`src/rtl/axilite_csr_write_ctrl_pkg.sv`:
```
// Shared types and address decode helper for the AXI-Lite CSR controllers.
package axilite_csr_pkg;

  typedef enum logic [1:0] {
    RESP_OKAY   = 2'b00,
    RESP_SLVERR = 2'b10
  } resp_t;

  typedef enum logic [1:0] {
    IDLE,
    EXEC,
    RESP
  } wctrl_state_t;

  // Operands are zero-extended to 64 bits; the base check rules out wrap on subtraction.
  function automatic logic csr_addr_in_range(input logic [63:0] addr,
                                             input logic [63:0] base,
                                             input int unsigned num_regs);
    logic [63:0] offset;
    offset = addr - base;
    return (addr >= base) && ((offset >> 2) < 64'(num_regs)) && (addr[1:0] == 2'b00);
  endfunction

endpackage

```
`src/rtl/axilite_csr_write_ctrl_if.sv`:
```
// AXI-Lite write address/data/response channels.
interface axilite_csr_write_ctrl_if
  import axilite_csr_pkg::*;
#(
  parameter int unsigned ADDR_W = 32,
  parameter int unsigned DATA_W = 32
);
  logic [ADDR_W-1:0]   s_awaddr;
  logic                s_awvalid;
  logic                s_awready;
  logic [DATA_W-1:0]   s_wdata;
  logic [DATA_W/8-1:0] s_wstrb;
  logic                s_wvalid;
  logic                s_wready;
  resp_t               s_bresp;
  logic                s_bvalid;
  logic                s_bready;

  modport master (
    output s_awaddr, s_awvalid, s_wdata, s_wstrb, s_wvalid, s_bready,
    input  s_awready, s_wready, s_bresp, s_bvalid
  );

  modport slave (
    input  s_awaddr, s_awvalid, s_wdata, s_wstrb, s_wvalid, s_bready,
    output s_awready, s_wready, s_bresp, s_bvalid
  );
endinterface

```
`src/rtl/axilite_csr_write_ctrl_addr_decode.sv`:
```
// Combinational CSR window check: in range and word aligned.
module axilite_csr_addr_decode
  import axilite_csr_pkg::*;
#(
  parameter int unsigned       ADDR_W    = 32,
  parameter logic [ADDR_W-1:0] BASE_ADDR = '0,
  parameter int unsigned       NUM_REGS  = 16
) (
  input  logic [ADDR_W-1:0] addr,
  output logic              good
);
  assign good = csr_addr_in_range(64'(addr), 64'(BASE_ADDR), NUM_REGS);
endmodule

```
`src/rtl/axilite_csr_write_ctrl.sv`:
```
// AXI-Lite write controller: collects AW/W, runs one write into the CSR data
// stage with a completion timeout, then returns the B response.
module axilite_csr_write_ctrl
  import axilite_csr_pkg::*;
#(
  parameter int unsigned       ADDR_W         = 32,
  parameter int unsigned       DATA_W         = 32,
  parameter logic [ADDR_W-1:0] BASE_ADDR      = '0,
  parameter int unsigned       NUM_REGS       = 16,
  parameter int unsigned       TIMEOUT_CYCLES = 16
) (
  input  logic                     clk,
  input  logic                     rst,
  axilite_csr_write_ctrl_if.slave  s_axi,
  output logic [ADDR_W-1:0]        csr_addr,
  output logic                     csr_addr_good,
  output logic [DATA_W-1:0]        csr_wdata,
  output logic [DATA_W/8-1:0]      csr_wstrb,
  output logic                     csr_wvalid,
  input  logic                     csr_wready,
  input  logic                     csr_deassert_addr
);
  localparam int unsigned TIMER_W = $clog2(TIMEOUT_CYCLES + 1);
  localparam logic [TIMER_W-1:0] TIMER_LAST = TIMER_W'(TIMEOUT_CYCLES - 1);

  wctrl_state_t        state_reg;
  logic                aw_held_reg;
  logic                w_held_reg;
  logic                awready_reg;
  logic                wready_reg;
  logic                bvalid_reg;
  resp_t               bresp_reg;
  logic [TIMER_W-1:0]  timer_reg;
  logic [ADDR_W-1:0]   addr_reg;
  logic                good_reg;
  logic [DATA_W-1:0]   wdata_reg;
  logic [DATA_W/8-1:0] wstrb_reg;
  logic                wvalid_reg;

  logic decode_good;
  logic aw_fire;
  logic w_fire;
  logic aw_have;
  logic w_have;
  logic txn_good;

  axilite_csr_addr_decode #(
    .ADDR_W    (ADDR_W),
    .BASE_ADDR (BASE_ADDR),
    .NUM_REGS  (NUM_REGS)
  ) u_decode (
    .addr (s_axi.s_awaddr),
    .good (decode_good)
  );

  assign aw_fire  = s_axi.s_awvalid && awready_reg;
  assign w_fire   = s_axi.s_wvalid && wready_reg;
  assign aw_have  = aw_held_reg || aw_fire;
  assign w_have   = w_held_reg || w_fire;
  // The decode of a beat captured this very cycle is not in good_reg yet.
  assign txn_good = aw_fire ? decode_good : good_reg;

  always_ff @(posedge clk or posedge rst) begin
    if (rst) begin
      state_reg   <= IDLE;
      aw_held_reg <= 1'b0;
      w_held_reg  <= 1'b0;
      awready_reg <= 1'b0;
      wready_reg  <= 1'b0;
      bvalid_reg  <= 1'b0;
      bresp_reg   <= RESP_OKAY;
      timer_reg   <= '0;
      addr_reg    <= '0;
      good_reg    <= 1'b0;
      wdata_reg   <= '0;
      wstrb_reg   <= '0;
      wvalid_reg  <= 1'b0;
    end else begin
      case (state_reg)
        IDLE: begin
          if (aw_fire) begin
            addr_reg    <= s_axi.s_awaddr;
            good_reg    <= decode_good;
            aw_held_reg <= 1'b1;
          end
          if (w_fire) begin
            wdata_reg  <= s_axi.s_wdata;
            wstrb_reg  <= s_axi.s_wstrb;
            w_held_reg <= 1'b1;
          end
          if (aw_have && w_have) begin
            awready_reg <= 1'b0;
            wready_reg  <= 1'b0;
            if (txn_good) begin
              state_reg  <= EXEC;
              wvalid_reg <= 1'b1;
              timer_reg  <= '0;
            end else begin
              state_reg  <= RESP;
              bvalid_reg <= 1'b1;
              bresp_reg  <= RESP_SLVERR;
            end
          end else begin
            // Ready rises only from inside IDLE, so the first IDLE cycle after B stays closed.
            awready_reg <= !aw_have;
            wready_reg  <= !w_have;
          end
        end
        EXEC: begin
          timer_reg <= timer_reg + 1'b1;
          if (csr_wready) begin
            state_reg  <= RESP;
            wvalid_reg <= 1'b0;
            bvalid_reg <= 1'b1;
            bresp_reg  <= RESP_OKAY;
          end else if (csr_deassert_addr || (timer_reg == TIMER_LAST)) begin
            state_reg  <= RESP;
            wvalid_reg <= 1'b0;
            bvalid_reg <= 1'b1;
            bresp_reg  <= RESP_SLVERR;
          end
        end
        RESP: begin
          if (s_axi.s_bready) begin
            state_reg   <= IDLE;
            bvalid_reg  <= 1'b0;
            aw_held_reg <= 1'b0;
            w_held_reg  <= 1'b0;
            good_reg    <= 1'b0;
          end
        end
        default: state_reg <= IDLE;
      endcase
    end
  end

  assign s_axi.s_awready = awready_reg;
  assign s_axi.s_wready  = wready_reg;
  assign s_axi.s_bvalid  = bvalid_reg;
  assign s_axi.s_bresp   = bresp_reg;
  assign csr_addr        = addr_reg;
  assign csr_addr_good   = good_reg;
  assign csr_wdata       = wdata_reg;
  assign csr_wstrb       = wstrb_reg;
  assign csr_wvalid      = wvalid_reg;
endmodule
```
`src/flat_wrapper.sv`:
```
// flat-port wrapper written by rule: the top's interface ports become plain ports
module axilite_csr_write_ctrl_flat import axilite_csr_pkg::*;
#(
  parameter int unsigned       ADDR_W         = 32,
  parameter int unsigned       DATA_W         = 32,
  parameter logic [ADDR_W-1:0] BASE_ADDR      = '0,
  parameter int unsigned       NUM_REGS       = 16,
  parameter int unsigned       TIMEOUT_CYCLES = 16
)
  (clk, rst, csr_addr, csr_addr_good, csr_wdata, csr_wstrb, csr_wvalid, csr_wready, csr_deassert_addr, s_axi_s_awaddr, s_axi_s_awvalid, s_axi_s_wdata, s_axi_s_wstrb, s_axi_s_wvalid, s_axi_s_bready, s_axi_s_awready, s_axi_s_wready, s_axi_s_bresp, s_axi_s_bvalid);
  axilite_csr_write_ctrl_if #(.ADDR_W(ADDR_W), .DATA_W(DATA_W)) s_axi_i ();
  input  logic clk;
  input  logic rst;
  output logic [ADDR_W-1:0] csr_addr;
  output logic csr_addr_good;
  output logic [DATA_W-1:0] csr_wdata;
  output logic [DATA_W/8-1:0] csr_wstrb;
  output logic csr_wvalid;
  input  logic csr_wready;
  input  logic csr_deassert_addr;
  input wire logic [$bits(s_axi_i.s_awaddr)-1:0] s_axi_s_awaddr;
  input wire logic [$bits(s_axi_i.s_awvalid)-1:0] s_axi_s_awvalid;
  input wire logic [$bits(s_axi_i.s_wdata)-1:0] s_axi_s_wdata;
  input wire logic [$bits(s_axi_i.s_wstrb)-1:0] s_axi_s_wstrb;
  input wire logic [$bits(s_axi_i.s_wvalid)-1:0] s_axi_s_wvalid;
  input wire logic [$bits(s_axi_i.s_bready)-1:0] s_axi_s_bready;
  output wire logic [$bits(s_axi_i.s_awready)-1:0] s_axi_s_awready;
  output wire logic [$bits(s_axi_i.s_wready)-1:0] s_axi_s_wready;
  output wire logic [$bits(s_axi_i.s_bresp)-1:0] s_axi_s_bresp;
  output wire logic [$bits(s_axi_i.s_bvalid)-1:0] s_axi_s_bvalid;
  assign s_axi_i.s_awaddr = s_axi_s_awaddr;
  assign s_axi_i.s_awvalid = s_axi_s_awvalid;
  assign s_axi_i.s_wdata = s_axi_s_wdata;
  assign s_axi_i.s_wstrb = s_axi_s_wstrb;
  assign s_axi_i.s_wvalid = s_axi_s_wvalid;
  assign s_axi_i.s_bready = s_axi_s_bready;
  assign s_axi_s_awready = s_axi_i.s_awready;
  assign s_axi_s_wready = s_axi_i.s_wready;
  assign s_axi_s_bresp = s_axi_i.s_bresp;
  assign s_axi_s_bvalid = s_axi_i.s_bvalid;
  axilite_csr_write_ctrl #(.ADDR_W(ADDR_W), .DATA_W(DATA_W), .BASE_ADDR(BASE_ADDR), .NUM_REGS(NUM_REGS), .TIMEOUT_CYCLES(TIMEOUT_CYCLES)) u_core (.clk(clk), .rst(rst), .s_axi(s_axi_i), .csr_addr(csr_addr), .csr_addr_good(csr_addr_good), .csr_wdata(csr_wdata), .csr_wstrb(csr_wstrb), .csr_wvalid(csr_wvalid), .csr_wready(csr_wready), .csr_deassert_addr(csr_deassert_addr));
endmodule
```
`config.mk`:
```
export PLATFORM = sky130hd
export DESIGN_NAME = axilite_csr_write_ctrl_flat
export DESIGN_NICKNAME = d
export VERILOG_FILES = /design/src/rtl/axilite_csr_write_ctrl_pkg.sv /design/src/rtl/axilite_csr_write_ctrl_if.sv /design/src/rtl/axilite_csr_write_ctrl_addr_decode.sv /design/src/rtl/axilite_csr_write_ctrl.sv /design/src/flat_wrapper.sv
export SDC_FILE = /design/constraint.sdc
export NUM_CORES = 1
export LEC_CHECK = 0
export ABC_AREA = 1
export BUFFER_PORTS_ARGS = -buffer_cell sky130_fd_sc_hd__buf_4
export CAP_MARGIN = 20
export CELL_PAD_IN_SITES_DETAIL_PLACEMENT = 1
export CELL_PAD_IN_SITES_GLOBAL_PLACEMENT = 1
export CORE_ASPECT_RATIO = 1.5
export CORE_MARGIN = 2
export CORE_UTILIZATION = 37
export CTS_BUF_LIST = sky130_fd_sc_hd__clkbuf_4
export DETAILED_ROUTE_END_ITERATION = 16
export MAX_ROUTING_LAYER = met4
export PLACE_DENSITY_LB_ADDON = 0.2
export REMOVE_ABC_BUFFERS = 1
export SLEW_MARGIN = 5
export SYNTH_ARGS = -nofsm -noshare
export SYNTH_HDL_FRONTEND = slang
export SYNTH_SLANG_ARGS = --single-unit
```
`constraint.sdc`:
```
create_clock -name clk -period 3.41 [get_ports clk]
set_input_delay 0.682 -clock clk [delete_from_list [all_inputs] [get_ports clk]]
set_output_delay 0.682 -clock clk [all_outputs]
set_load 0.1 [all_outputs]
```
==> run summary, run 1 <==
After detailed routing, the average wire length per cell comes to 15.7 µm. In this run the standard cell core region covers 9310 µm². The tree is rooted in a sky130_fd_sc_hd__clkbuf_4. The path class of the lowest-slack min-delay path is input port to asynchronous set/reset pin.

By area, the combinational part of the netlist is dominated by multiplexers. After synthesis, the netlist uses 22 different library cells. The estimated wirelength of the detail-placed design is 6.79 mm. The top achievable clock speed came out at 0.548 GHz. Number of input and output port buffers inserted: 148. The count of state elements after synthesis was 83; the layout overhead on the synthesized area was 38.0%.

TritonCTS built the clock tree. For the pin with the worst max-slew slack, the measured transition is 0.720 ns. Using the TritonRoute via totals, the vias-per-cell ratio works out to 4.76. After clock tree synthesis, the clock-pin slew on the worst setup and hold paths is 0.14 ns. Of the cells placed in the final design, the portion with a size suffix greater than 1 is 45.0%. Number of maximum-capacitance constraint violations: 0.

In this run the tightest slew margin relative to its limit is 52.0%. For the number of levels the H-tree was split into, the log shows 3. The logic depth of the worst setup path including buffers was 1; the Yosys warning count was 0. Once the floorplan was initialized, standard cells occupied 38.1% of the core. In this run, post-CTS hold repair placed 0 buffers.

The largest stage delay on the critical path came out at 0.40 ns. The largest individual stage delay along the critical path comes from the cell sky130_fd_sc_hd__dfrtp_1. The tree built by TritonCTS fans out to 83 sinks. Cell type with the highest aggregate area in the netlist: sky130_fd_sc_hd__dfrtp_1.

The signal on the critical path passes through buf_4. In this run the core area contains 43 standard-cell rows. The share of the synthesized area in compound gates (AO/OA/AOI/OAI) is 4.09%. STA puts the critical path data arrival time at 1.14 ns.

The clock latency on the worst-skew pair came out at 0.43 ns. The most common cell after layout, fill and taps aside was sky130_fd_sc_hd__buf_4. The final-report hold violation count was 0; the placement-stage worst setup slack was 1.43 ns.

The number of gates resized after CTS was 0. Setup violations remaining at the end of the flow were counted as 0. Fill cells in the final layout number 1048. The logs give 80 for the starting DRC count in detailed routing and 10400 µm² for the full die area. Setup repair after global routing left no endpoint under its margin.

The horizontal extent of the die was 83.9 µm. The share of the Yosys chip area taken by registers is 58.6%. The average footprint of a synthesized cell came out at 11.4 µm². The die is 124 µm tall. The logs give 0 for the final count of pins violating max slew and 2.73 ns for the data required time of the critical path. Summing the areas of all xor and xnor instances in the mapped netlist gives 0% of the synthesized area. The detailed-routing iteration count for the pre-antenna-repair pass came out at 4.

The logs give 0.730 for the last weighted congestion value of the routability-driven placer and 52.6% for the utilization after layout. The flow ran to the end, and the final reports show no timing, DRC or antenna violations. Of the total synthesized cell area, the portion taken by AND, OR, NAND and NOR gates is 13.3%. For the via count of the first global-routing pass, the log shows 3047. For the final database, setup skew stands at 0.0194 ns.

For the final net count, the log shows 538. The fraction of post-synthesis cell area in the top cell type by area was 58.6%; the largest net degree at the start of global routing was 56. Measured against the total synthesized area, the mux share comes to 17.7%. The first global-routing pass estimated 14.2 mm of wire. The tools report the kind of capture point of the worst setup path as an output port. The initial antenna violation count was 1; the maximum net fanout on the critical path was 3. The type of the setup path with the least slack is register to output port.

Counting along the longest clock path gives a buffer depth of 2. The synthesized netlist devotes 0.705% of its cell area to adder and majority cells. The logs give 3550 µm² for the combined area of all synthesized cells and 2744 for the overall via count from detail_route. The tools report the count of nets left with antenna violations after detail routing as 0. The worst setup path is launched from a register. Sorting the synthesized cells by area gives the leading types as sky130_fd_sc_hd__dfrtp_1, sky130_fd_sc_hd__mux2_4, sky130_fd_sc_hd__nand2_1, sky130_fd_sc_hd__o21ai_0, sky130_fd_sc_hd__mux2_2. The fraction of the cycle the final worst path needs was 53.5%; the cell count after synthesis was 310. The final critical-path required period is 1.83 ns, and the number of top-level pins is 150. Once routing completed, OpenROAD measured the worst setup slack at 1.58 ns. Number of buffer and inverter stages on the critical path: 1. The number of buffers inserted during clock tree synthesis came out at 9.

In the routed design, unresolved DRC markers number 0. The routed design has 9.03 mm of wire. Global-route congestion overflow total: 0. The worst register-to-register path has a depth of 8. Setup total negative slack on the finished layout was measured at 0 ns.

In the layout the commonest cells are sky130_fd_sc_hd__buf_4, sky130_fd_sc_hd__dfrtp_1, sky130_fd_sc_hd__nand2_1. Broken down by cell family, the worst path's largest delay share belongs to flip-flops. Buffers added to address setup during post-CTS repair amount to 0. The run gives 18.0% as the aggregate global-route resource usage.
==> metal layers <==
metal  vias to the layer above  wire, µm  global-route usage, %  share of wire [%]
met2                       101      4940                   31.3                 55
met5                         -         0                      -                  0
met1                      1333      3350                   19.7                 37
met4                         0       205                   7.16                2.3
li1                       1293         -                      -                  -
met3                        17       536                   4.97                5.9
==> metrics by stage <==
step / hold WS [ns] / instances / area (µm²)
final: 0.314 / 577 / 4890
after global routing: 0.354 / 577 / 4890
after CTS: 0.328 / 576 / 4890
after detailed placement: 0.473 / 562 / 4750
after global placement: 0.462 / 562 / 4750
after floorplan: 0.453 / 301 / 3480
==> cells by family (layout without fill, tap and decap cells) <==
| logic type | Yosys count | after routing |
|---|---|---|
| mux | 46 | 46 |
| fa+ha+maj | 2 | 2 |
| simple gates | 106 | 106 |
| compound gates | 29 | 29 |
| flops | 83 | 83 |
| other cells | 1 | 2 |
| buf+inv | 43 | 197 |
==> final timing paths <==
kind                       slack, ns                  start               endpoint
max reg2reg                     1.66    u_core.timer_reg[0]  u_core.s_axi.s_bvalid
min reg2reg                     0.50  u_core.s_axi.s_bvalid  u_core.s_axi.s_bvalid
min in group clk                0.46     s_axi_s_awaddr[18]    u_core.csr_addr[18]
max                             1.58   u_core.csr_addr_good          csr_addr_good
max in group asynchronous       2.37                    rst     u_core.csr_addr[8]
min                             0.31                    rst     u_core.csr_addr[4]
==> synthesized netlist by cell type <==
cell type                  instances
sky130_fd_sc_hd__buf_2             2
sky130_fd_sc_hd__buf_4             1
sky130_fd_sc_hd__buf_6             4
sky130_fd_sc_hd__clkbuf_1          2
sky130_fd_sc_hd__conb_1            1
sky130_fd_sc_hd__dfrtp_1          83
sky130_fd_sc_hd__ha_1              2
sky130_fd_sc_hd__inv_1            34
sky130_fd_sc_hd__mux2_1            5
sky130_fd_sc_hd__mux2_2           12
sky130_fd_sc_hd__mux2_4           29
sky130_fd_sc_hd__nand2_1          70
sky130_fd_sc_hd__nand2_4           2
sky130_fd_sc_hd__nand3_1          11
sky130_fd_sc_hd__nand4_1           2
sky130_fd_sc_hd__nor2_1           16
sky130_fd_sc_hd__nor2_2            1
sky130_fd_sc_hd__nor2_8            1
sky130_fd_sc_hd__nor3_1            1
sky130_fd_sc_hd__nor4_4            1
sky130_fd_sc_hd__o21ai_0          29
sky130_fd_sc_hd__or2_2             1
==> cell type report <==
type	count	area [µm²]	share of cell area [%]
Timing Repair Buffer	149	1130	23.1
Clock inverter	4	67.6	1.38
Tap cell	112	140	2.86
Inverter	34	129	2.63
Antenna cell	1	2.50	0.0511
Multi-Input combinational cell	184	1270	26.0
Clock buffer	10	75.1	1.53
Sequential cell	83	2080	42.4
Power of run 1 is left out: the tool's default activity adds up to more than one toggle a clock period on the data nets, which glitch-free logic cannot reach.
==> run 2: changes to the inputs <==
--- a/config.mk
+++ b/config.mk
@@ -5,14 +5,14 @@
 export SDC_FILE = /design/constraint.sdc
 export NUM_CORES = 1
 export LEC_CHECK = 0
-export ABC_AREA = 1
+export ABC_AREA = 0
 export BUFFER_PORTS_ARGS = -buffer_cell sky130_fd_sc_hd__buf_4
 export CAP_MARGIN = 20
 export CELL_PAD_IN_SITES_DETAIL_PLACEMENT = 1
 export CELL_PAD_IN_SITES_GLOBAL_PLACEMENT = 1
 export CORE_ASPECT_RATIO = 1.5
 export CORE_MARGIN = 2
-export CORE_UTILIZATION = 37
+export CORE_UTILIZATION = 35
 export CTS_BUF_LIST = sky130_fd_sc_hd__clkbuf_4
 export DETAILED_ROUTE_END_ITERATION = 16
 export MAX_ROUTING_LAYER = met4
==> constraint.sdc (replaced) <==
create_clock -name clk -period 1.53 [get_ports clk]
set_input_delay 0.306 -clock clk [delete_from_list [all_inputs] [get_ports clk]]
set_output_delay 0.306 -clock clk [all_outputs]
set_load 0.1 [all_outputs]
==> run summary, run 2 <==
The count of nets left with antenna violations after detail routing came out at 0 (unchanged). The run gives 0.597 GHz as the top achievable clock speed. The fraction of post-synthesis cell area in the top cell type by area is 59.0% (was 58.6%). Along the worst hold path, the cell count comes to 2. For the full die area, the log shows 10900 µm² (was 10400 µm²). Final net count: 490 (was 538). The maximum net fanout on the critical path works out to 2 (was 3). TritonCTS built the clock tree.

The tools report the starting DRC count in detailed routing as 48 (was 80). The total routed wirelength came out at 9.64 mm (was 9.03 mm). The clock root buffer was sky130_fd_sc_hd__clkbuf_4 (unchanged). The number of top-level pins is 150 (unchanged), and the worst clock skew is 0.0206 ns (was 0.0194 ns).

Average footprint of a synthesized cell: 14.8 µm² (was 11.4 µm²). The end of the worst register-to-register path was u_core.s_axi.s_bvalid (unchanged). Dividing the final minimum period by the clock period gives 109%. The final count of pins violating max slew was 0 (unchanged); the depth of the worst register-to-register path was 7 (was 8).

For the combined area of all synthesized cells, the log shows 3520 µm² (was 3550 µm²). The run gives 1490 µm² (was 1270 µm²) as the multi-input combinational cell area. The slack of the worst reg-to-reg path was -0.14 ns (was 1.66 ns). The tools report the cell count after placement as 511 (was 562). The run gives 1.99 ns (was 1.14 ns) as the data arrival time of the critical path. Library cell with the highest instance count after synthesis: sky130_fd_sc_hd__dfrtp_1 (unchanged). The tools report the startpoint of the lowest-slack register-to-register path as u_core.timer_reg[1] (was u_core.timer_reg[0]). The tools report the kind of capture point of the worst setup path as a register (was an output port).

The clock transition at the registers of the reported paths is 0.14 ns (about the same). Top library cells by usage in the layout, fill and taps aside: sky130_fd_sc_hd__buf_4, sky130_fd_sc_hd__dfrtp_1, sky130_fd_sc_hd__mux2_4 (was sky130_fd_sc_hd__buf_4, sky130_fd_sc_hd__dfrtp_1, sky130_fd_sc_hd__nand2_1). The tools report the number of buffers inserted during clock tree synthesis as 9 (unchanged).

The run gives 36.1% (was 38.1%) as the starting density of the core. The fraction of layout cells with a size suffix above 1 is 66.3% (was 45.0%), and the number of non-filler instances in the completed layout is 533 (was 577). The utilization after layout came out at 55.0% (was 52.6%). The height of the chip was 127 µm (was 124 µm); the smallest hold slack was 0.0766 ns (was 0.314 ns).

For the data required time of the critical path, the log shows 1.84 ns (was 2.73 ns). The tools report the number of clock sinks as 83 (unchanged). The last weighted congestion value of the routability-driven placer is 0.781 (was 0.730), and the count of state elements after synthesis is 83 (unchanged).

The remaining routing DRC violations is 6 (was 0). The final-report hold violation count came out at 0 (unchanged). The most common cell after layout, fill and taps aside is sky130_fd_sc_hd__buf_4 (unchanged). The startpoint identified for the worst hold timing path is s_axi_s_wdata[5].

The tools report the worst-case clock buffer depth as 2 (unchanged). The logs give -0.317 ns (was 0 ns) for the sum of negative setup slack and 59.0% (was 58.6%) for the sequential-to-total area share from yosys stat. The layout overhead on the synthesized area works out to 52.2% (was 38.0%). The clock latency on the worst-skew pair was 0.44 ns (was 0.43 ns). Worst setup path endpoint: u_core.s_axi.s_bvalid (was csr_addr_good).

Per-cell routed wire length: 18.1 µm (was 15.7 µm). The type of the setup path with the least slack is register to register (was register to output port). The largest net degree at the start of global routing is 43 (was 56), and the area of the core region is 9740 µm² (was 9310 µm²).

The checks that failed: DRC, setup timing. The final critical-path required period came out at 1.67 ns. The overall via count from detail_route was 2623 (was 2744); the number of flops mapped to enable cells by yosys was 0 (unchanged). The logs give 10 (was 4) for the detailed-routing iteration count for the pre-antenna-repair pass and 0 (unchanged) for the global-route congestion overflow total.

The number of input and output port buffers inserted came out at 148 (unchanged). The run gives 0 (was 1) as the count of inserted antenna diode cells. The cell type with the highest aggregate area in the netlist was sky130_fd_sc_hd__dfrtp_1 (unchanged). Path class of the lowest-slack min-delay path: input port to register (was input port to asynchronous set/reset pin).

The area taken by flip-flops and latches is 2080 µm² (about the same). The final critical-path setup slack came out at -0.144 ns (was 1.58 ns). Number of placement rows: 44 (was 43).

The estimated wirelength of the detail-placed design is 6.89 mm (was 6.79 mm), and the fraction of registers with async set or reset after synthesis is 100% (unchanged). The tools report the launching element of the worst setup path as u_core.timer_reg[1] (was u_core.csr_addr_good). The aggregate global-route resource usage is 17.8% (was 18.0%).

The run finished, with violations left. The cell count after synthesis is 237 (was 310). Setup repair after global routing could not meet its margin everywhere. The routed via count divided by cell count is 4.92 (was 4.76), and the number of maximum-capacitance constraint violations is 0 (unchanged). The number of levels the H-tree was split into came out at 3 (unchanged). The wire length of the first global-routing pass was 14.4 mm (was 14.2 mm). The most used flip-flop cell after synthesis was sky130_fd_sc_hd__dfrtp_1 (unchanged).

The type of origin of the critical path is a register (unchanged). The tools report the initial antenna violation count as 0 (was 1). Top post-synthesis cells by count: sky130_fd_sc_hd__dfrtp_1, sky130_fd_sc_hd__mux2_2, sky130_fd_sc_hd__mux2_4 (was sky130_fd_sc_hd__dfrtp_1, sky130_fd_sc_hd__nand2_1, sky130_fd_sc_hd__inv_1).

The Yosys warning count was 0 (unchanged); the horizontal extent of the die was 85.9 µm (was 83.9 µm). Main area contributors after synthesis: sky130_fd_sc_hd__dfrtp_1, sky130_fd_sc_hd__mux2_2, sky130_fd_sc_hd__mux2_4, sky130_fd_sc_hd__buf_6, sky130_fd_sc_hd__a21oi_1 (was sky130_fd_sc_hd__dfrtp_1, sky130_fd_sc_hd__mux2_4, sky130_fd_sc_hd__nand2_1, sky130_fd_sc_hd__o21ai_0, sky130_fd_sc_hd__mux2_2). The number of endpoints failing setup at the final stage was 5 (was 0). The filler cell count came out at 1000 (was 1048).

Number of unique standard cell types used by synthesis: 40 (was 22). The run gives 2876 (was 3047) as the via count of the first global-routing pass.
-- run 2: cell count changes after synthesis, sizes merged, moves of 6 or more --
| cell | before | now |
|---|---|---|
| mux2 | 46 | 70 |
| nor4 | 1 | 7 |
| nand2 | 72 | 4 |
| nor2 | 18 | 12 |
| inv | 34 | 6 |
| nand3 | 11 | 0 |
| a21oi | 0 | 13 |
| o21ai | 29 | 2 |
-- run 2: per-stage QoR --
| step | setup WS [ns] | area, µm² |
|---|---|---|
| floorplan | -0.913 | 3420 |
| global placement | -0.251 | 4890 |
| detailed placement | -0.273 | 4890 |
| CTS | -0.148 | 5120 |
| global route | -0.196 | 5360 |
| finish | -0.144 | 5360 |
-- run 2: layer usage --
metal | share of wire, % | vias up | GRT usage, % | wire, µm
li1 | - | 1201 | - | -
met1 | 39 | 1322 | 20.7 | 3760
met2 | 54 | 92 | 29.7 | 5190
met3 | 5.9 | 8 | 4.68 | 569
met4 | 1.2 | 0 | 5.60 | 114
met5 | 0 | - | - | 0
-- run 2: how the worst min path moves through the flow --
stage                                    endpoint  slack (ns)
after floorplan           u_core.s_axi.s_bresp[1]        0.41
after global placement        u_core.csr_wdata[5]        0.39
after detailed placement     u_core.csr_wdata[31]        0.40
after CTS                 u_core.s_axi.s_bresp[1]        0.05
after global routing          u_core.csr_wdata[0]        0.04
final                         u_core.csr_wdata[5]        0.08
-- run 2: final cells by class --
cell class,instances,area share [%]
multi-input combinational,138,27.8
timing repair buffer,175,27.1
sequential,83,38.8
clock buffer,9,1.26
tap,115,2.69
inverter,6,0.444
clock inverter,7,1.87
-- run 2: worst max-delay path: stages, from the launching register on --
cell and delay, ns:
sky130_fd_sc_hd__dfrtp_1 0.41, sky130_fd_sc_hd__ha_2 0.18, sky130_fd_sc_hd__and3_4 0.18, sky130_fd_sc_hd__ha_4 0.15
sky130_fd_sc_hd__or3_4 0.33, sky130_fd_sc_hd__a21oi_2 0.14, sky130_fd_sc_hd__a21o_1 0.12, sky130_fd_sc_hd__a21oi_1 0.03
-- run 2: logic make-up after synthesis --
| group | synth area share [%] |
|---|---|
| other cells | 0.107 |
| buf+inv | 3.34 |
| simple gates | 5.69 |
| xor+xnor | 0.498 |
| fa+ha+maj | 0.711 |
| flops | 59.0 |
| compound gates | 4.84 |
| mux | 25.8 |
-- run 2: repair_timing --
item	in CTS	in global routing
pin swaps	4	5
gates resized for setup	8	47
setup endpoints to repair	20	43
hold buffers	1	0
gates cloned	1	2
setup buffers	0	2
hold endpoints to repair	83	0
Power of run 2 is left out for the same reason.
